File: src/rtl/countdown_timer.sv
// countdown_timer
//   BCD minutes:seconds countdown timer. A preset (00:00-59:59) is loaded
//   with i_ld and counts down one second per i_en tick while running.
//   Reaching 00:00 raises o_done for ALARM_TICKS further ticks, or until
//   i_start acknowledges it. Input priority each cycle: i_cr > i_ld >
//   i_start > i_en.
//
// Parameters
//   ALARM_TICKS  number of i_en ticks o_done stays high after expiry (1-255)
// Ports
//   i_cp      clock, rising edge
//   i_cr      synchronous active-high reset
//   i_en      1 Hz tick, one i_cp cycle wide
//   i_ld      load preset (level-sampled)
//   i_start   start / pause / acknowledge strobe, one cycle wide
//   i_d_min   preset minutes, packed BCD {tens, units}
//   i_d_sec   preset seconds, packed BCD
//   o_q_min   current minutes, packed BCD
//   o_q_sec   current seconds, packed BCD
//   o_run     high in RUN state only
//   o_done    alarm flag, high in ALARM state only
module countdown_timer #(
  parameter int ALARM_TICKS = 10
) (
  input  logic       i_cp,
  input  logic       i_cr,
  input  logic       i_en,
  input  logic       i_ld,
  input  logic       i_start,
  input  logic [7:0] i_d_min,
  input  logic [7:0] i_d_sec,
  output logic [7:0] o_q_min,
  output logic [7:0] o_q_sec,
  output logic       o_run,
  output logic       o_done
);

  typedef enum logic [1:0] {
    ST_IDLE  = 2'd0,
    ST_RUN   = 2'd1,
    ST_PAUSE = 2'd2,
    ST_ALARM = 2'd3
  } state_t;

  localparam logic [7:0] ALARM_TICKS_W = 8'(ALARM_TICKS);

  // Clamp one packed-BCD byte: tens limited to 5, units limited to 9.
  function automatic logic [7:0] sanitise(input logic [7:0] bcd);
    logic [3:0] tens;
    logic [3:0] units;
    tens  = (bcd[7:4] > 4'd5) ? 4'd5 : bcd[7:4];
    units = (bcd[3:0] > 4'd9) ? 4'd9 : bcd[3:0];
    return {tens, units};
  endfunction

  // One-second BCD decrement of {min, sec}. Borrow ripples sec-units ->
  // sec-tens -> min-units -> min-tens. 00:00 is returned unchanged so the
  // count can never underflow.
  function automatic logic [15:0] dec_bcd(input logic [7:0] mn, input logic [7:0] sc);
    logic [3:0] su;
    logic [3:0] st;
    logic [3:0] mu;
    logic [3:0] mt;
    {mt, mu} = mn;
    {st, su} = sc;
    if ((mn == 8'h00) && (sc == 8'h00)) begin
      return {mn, sc};
    end else begin
      if (su != 4'd0) begin
        su = su - 4'd1;
      end else begin
        su = 4'd9;
        if (st != 4'd0) begin
          st = st - 4'd1;
        end else begin
          st = 4'd5;
          if (mu != 4'd0) begin
            mu = mu - 4'd1;
          end else begin
            mu = 4'd9;
            mt = mt - 4'd1;
          end
        end
      end
      return {mt, mu, st, su};
    end
  endfunction

  state_t     r_state;
  logic [7:0] r_min;
  logic [7:0] r_sec;
  logic [7:0] r_cnt;
  logic       r_run;
  logic       r_done;

  state_t     w_state_nxt;
  logic [7:0] w_min_nxt;
  logic [7:0] w_sec_nxt;
  logic [7:0] w_cnt_nxt;
  logic [7:0] w_cnt_inc;
  logic [15:0] w_dec;
  logic       w_zero;
  logic       w_one;

  assign w_dec     = dec_bcd(r_min, r_sec);
  assign w_zero    = (r_min == 8'h00) && (r_sec == 8'h00);
  assign w_one     = (r_min == 8'h00) && (r_sec == 8'h01);
  assign w_cnt_inc = r_cnt + 8'd1;

  // Next-state, next-count and alarm-counter logic.
  always_comb begin
    w_state_nxt = r_state;
    w_min_nxt   = r_min;
    w_sec_nxt   = r_sec;
    w_cnt_nxt   = r_cnt;
    if (i_ld) begin
      // Load wins over START/EN and always lands in IDLE.
      w_min_nxt   = sanitise(i_d_min);
      w_sec_nxt   = sanitise(i_d_sec);
      w_state_nxt = ST_IDLE;
      w_cnt_nxt   = 8'd0;
    end else begin
      case (r_state)
        ST_IDLE: begin
          if (i_start && !w_zero) begin
            w_state_nxt = ST_RUN;
          end else begin
            w_state_nxt = ST_IDLE;
          end
        end
        ST_RUN: begin
          if (i_start) begin
            w_state_nxt = ST_PAUSE;
          end else if (i_en) begin
            {w_min_nxt, w_sec_nxt} = w_dec;
            w_cnt_nxt = 8'd0;
            // Expiry enters ALARM on the same edge that shows 00:00.
            if (w_one) begin
              w_state_nxt = ST_ALARM;
            end else begin
              w_state_nxt = ST_RUN;
            end
          end else begin
            w_state_nxt = ST_RUN;
          end
        end
        ST_PAUSE: begin
          if (i_start) begin
            w_state_nxt = ST_RUN;
          end else begin
            w_state_nxt = ST_PAUSE;
          end
        end
        ST_ALARM: begin
          if (i_start) begin
            w_state_nxt = ST_IDLE;
            w_cnt_nxt   = 8'd0;
          end else if (i_en) begin
            if (w_cnt_inc >= ALARM_TICKS_W) begin
              w_state_nxt = ST_IDLE;
              w_cnt_nxt   = 8'd0;
            end else begin
              w_cnt_nxt   = w_cnt_inc;
            end
          end else begin
            w_state_nxt = ST_ALARM;
          end
        end
        default: begin
          w_state_nxt = ST_IDLE;
          w_cnt_nxt   = 8'd0;
        end
      endcase
    end
  end

  // State, count and registered status flags.
  always_ff @(posedge i_cp) begin
    if (i_cr) begin
      r_state <= ST_IDLE;
      r_min   <= 8'h00;
      r_sec   <= 8'h00;
      r_cnt   <= 8'd0;
      r_run   <= 1'b0;
      r_done  <= 1'b0;
    end else begin
      r_state <= w_state_nxt;
      r_min   <= w_min_nxt;
      r_sec   <= w_sec_nxt;
      r_cnt   <= w_cnt_nxt;
      r_run   <= (w_state_nxt == ST_RUN);
      r_done  <= (w_state_nxt == ST_ALARM);
    end
  end

  assign o_q_min = r_min;
  assign o_q_sec = r_sec;
  assign o_run   = r_run;
  assign o_done  = r_done;

endmodule

File: config.mk
export PLATFORM = sky130hd
export DESIGN_NAME = countdown_timer
export DESIGN_NICKNAME = d
export VERILOG_FILES = /design/src/rtl/countdown_timer.sv
export SDC_FILE = /design/constraint.sdc
export NUM_CORES = 1
export LEC_CHECK = 0
export ABC_AREA = 1
export CAP_MARGIN = 20
export CORE_MARGIN = 1.5
export CORE_UTILIZATION = 46
export CTS_CLUSTER_SIZE = 28
export DETAILED_ROUTE_END_ITERATION = 16
export GPL_TIMING_DRIVEN = 0
export PLACE_DENSITY = 0.75
export SYNTH_ARGS = -nofsm -noshare
export SYNTH_HDL_FRONTEND = slang
export SYNTH_SLANG_ARGS = --single-unit
File: constraint.sdc
create_clock -name i_cp -period 3.5 [get_ports i_cp]
set_input_delay 0.875 -clock i_cp [delete_from_list [all_inputs] [get_ports i_cp]]
set_output_delay 0.875 -clock i_cp [all_outputs]
set_load 0.005 [all_outputs]
==> impl_metrics.py <==
metrics = {
    "outcome": {
        "outcome": "complete, no violations",
    },
    "global_routing": {
        "grt_max_degree": 15,
        "grt_pass1_vias": 1667,
        "grt_pass1_wl_um": 6690,
        "antenna_found_initial": 0,
        "global_route.overflow_total": 0,
        "grt_util_all_layers_pct": 19.8,
    },
    "clocking": {
        "cts_hold_buffers": 0,
        "cts_buffers": 3,
        "cts_tree": "yes",
        "clkLatencyLatePin_ns": 0.27,
        "postCtsSetupBuffers": 0,
        "clock_path_buffers": 2,
        "cts_resized": 0,
        "htree_levels": 1,
        "cts_sinks": 28,
        "clockRootBuffer": "clkbuf_8",
        "clkTransAtPathRegs_ns": 0.09,
    },
    "placed_design": {
        "dp_hpwl_um": 3000,
        "port_buffers": 36,
        "gp_congestion": 0.788,
        "placed_cells": 337,
    },
    "logic_synthesis": {
        "synth_xor_area_share_pct": 1.01,
        "ys.warnings.count": 0,
        "synth-seq-cells": 28,
        "synth_adder_area_share_pct": 2.90,
        "synth_compound_area_share_pct": 19.2,
        "synth.net_count": 278,
        "synth_simple_gate_area_share_pct": 35.8,
        "netlist-cell-type-count": 31,
        "synth_top_family_by_area": "simple AND/OR/NAND/NOR gates",
        "seq_area_frac_synth_pct": 32.4,
        "synth_cells": 253,
        "synthMuxAreaShare_pct": 0,
        "syn_area_per_cell_um2": 6.83,
        "synth_area_um2": 1730,
    },
    "timing": {
        "clock.fmax_mhz": 465,
        "slew_headroom_pct": 69.4,
        "grt_setup_unrepaired": "false",
        "skew_ns": 0.00284,
        "setup-violations-final": 0,
        "fin_crit_sh_pct": 61.4,
        "min_period_ns": 2.15,
        "setup_tns_ns": 0,
        "worst_slew_pin_slew_ns": 0.458,
        "hold_viol_final": 0,
        "slew_violations": 0,
    },
    "floorplan": {
        "start_util_pct": 47.6,
        "die_area_um2": 4130,
        "coreArea_um2": 3630,
        "rows": 22,
        "die_w_um": 64.3,
        "io_pins": 39,
        "dieHeight_um": 64.3,
    },
    "drt": {
        "drc_errors": 0,
        "drt_iter0_drc": 51,
        "routedWlPerCell_um": 11.1,
        "routed_via_density": 5.08,
        "vias": 1726,
        "dr.pass1.iters": 4,
        "drtAntennaViolNets": 0,
        "wl_um": 3780,
    },
    "worst_setup_path": {
        "cp.arrival_ns": 1.28,
        "crit_fanout": 5,
        "end_kind": "output port",
        "critPathMaxStageDelay_ns": 0.55,
        "critPathRequiredTime_ns": 2.62,
        "path_delay_family": "buffers and inverters",
        "reg2regPathDepth": 11,
        "rrSetupSlack_ns": 1.86,
        "reg2reg_to": "o_run$_SDFF_PP0_",
        "crit_chain": "clkdlybuf4s50_1",
        "r2r_start": "r_cnt[1]$_SDFFE_PP0P_",
        "crit_buf_inv": 1,
        "cp-start-kind": "flop",
        "crit_slowest_cell": "clkdlybuf4s50_1",
        "critPathKind": "reg -> out",
    },
    "power": {
        "p_per_area_nw_per_um2": 335,
        "p_leak_nw": 0.895,
        "ir_drop_uv": 226,
    },
    "worst_hold_path": {
        "holdPathStages": 2,
        "hold_path_class": "reg -> reg",
        "hold_end": "o_q_sec[7]$_SDFFE_PP0P_",
        "min_from": "o_q_sec[7]$_SDFFE_PP0P_",
    },
    "cells_and_area": {
        "multiInputGateArea_um2": 1020,
        "seq_area_um2": 561,
        "num_antenna_cells": 0,
        "drive_above_1_share_pct": 11.6,
        "area_growth_syn_to_layout_pct": 26.7,
        "final_cells": 340,
        "nets": 319,
        "fillers": 364,
    },
    "run": {
        "cap_violations": 0,
    },
}
==> synth_stat cells, drive strengths merged <==
library cell | n | area share (%)
nor2 | 42 | 12
nand3 | 11 | 3.8
a31oi | 1 | 0.36
o211ai | 2 | 0.87
clkbuf | 2 | 0.43
nand2 | 56 | 16
a211oi | 1 | 0.72
o21ai | 21 | 6.5
or2 | 1 | 0.36
a22oi | 5 | 2.2
a21oi | 25 | 7.2
inv | 35 | 7.6
o22ai | 1 | 0.36
buf | 2 | 0.58
a22o | 1 | 0.51
xnor2 | 2 | 1.0
ha | 4 | 2.9
dfxtp | 28 | 32
o21bai | 1 | 0.43
nor3 | 7 | 2.3
nand4 | 5 | 1.8
==> layer usage <==
metal / share of wire, % / vias up / wire length, um / track usage, %
met5: 0 / - / 0 / 0
met4: 1.1 / 0 / 43 / 6.91
met3: 2.9 / 3 / 111 / 2.46
met2: 48 / 34 / 1830 / 35.2
met1: 48 / 782 / 1800 / 24.5
li1: - / 907 / - / -
==> logic make-up (layout without fill, tap and decap cells) <==
kind of cell | Yosys count | count (layout)
buffers and inverters | 39 | 78
AO/OA/AOI/OAI | 58 | 58
flip-flops | 28 | 28
XOR/XNOR | 2 | 2
AND/OR/NAND/NOR | 122 | 122
adder cells (fa/ha/maj) | 4 | 4
==> layout make-up <==
class	instances	area share, %
clock buffers	3	1.89
inverters	35	6.00
repair buffers	36	16.5
plain buffers	4	0.800
well taps	48	2.74
flip-flops and latches	28	25.6
multi-input cells	186	46.5
==> how the worst max path moves through the flow <==
| stage | start | end | slack, ns | cells past startpoint |
|---|---|---|---|---|
| CTS | o_q_min[0]$_SDFFE_PP0P_ | o_q_min[0] | 1.34 | 1 |
| floorplan | i_ld | o_q_sec[1]$_SDFFE_PP0P_ | 1.71 | 6 |
| global placement | i_en | r_cnt[0]$_SDFFE_PP0P_ | 1.14 | 8 |
| detailed placement | i_en | r_cnt[0]$_SDFFE_PP0P_ | 1.15 | 8 |
| finish | o_q_min[0]$_SDFFE_PP0P_ | o_q_min[0] | 1.35 | 1 |
| global route | o_q_min[0]$_SDFFE_PP0P_ | o_q_min[0] | 1.30 | 1 |
==> metrics by stage <==
step                setup slack (ns)  cell area (um^2)  hold WS, ns  utilization [%]  power, mW
finish                          1.35              2190        0.460             60.3      0.734
global route                    1.30              2190        0.502             60.3      0.778
CTS                             1.34              2190        0.461             60.3      0.741
detailed placement              1.15              2150        0.448             59.1      0.568
global placement                1.14              2150        0.446             59.1      0.566
floorplan                       1.71              1730        0.439                -      0.486
==> where the power goes <==
group          leakage (nW)  switching [mW]  internal [mW]  total, mW
clock network        0.0216          0.0962         0.0774      0.174
registers             0.229          0.0190          0.337      0.356
logic                 0.644           0.107         0.0977      0.205
==> layout by cell type, fill, tap and decap left out, types with 2 or more instances in the layout <==
cell type        count
o21ai_0              8
xnor2_1              2
o211ai_1             2
clkbuf_8             3
dfxtp_1             28
nand2_2              6
inv_2                3
nand2_4              4
o21ai_1             11
clkdlybuf4s50_1     36
a22oi_1              5
ha_1                 4
inv_1               32
nor2_1              33
nor2_4               5
nand2_1             45
o21ai_2              2
nor2_2               4
nand4_1              5
nand3_2              2
buf_2                2
clkbuf_1             2
nor3_1               6
nand3_1              9
a21oi_1             25
==> flip-flops by register name (all words and copies together), names as in the netlist <==
signal   cells
r_cnt        8
r_state      2
o_q_min      8
o_q_sec      8
o_done       1
o_run        1
(Power assumes the default switching activity.)
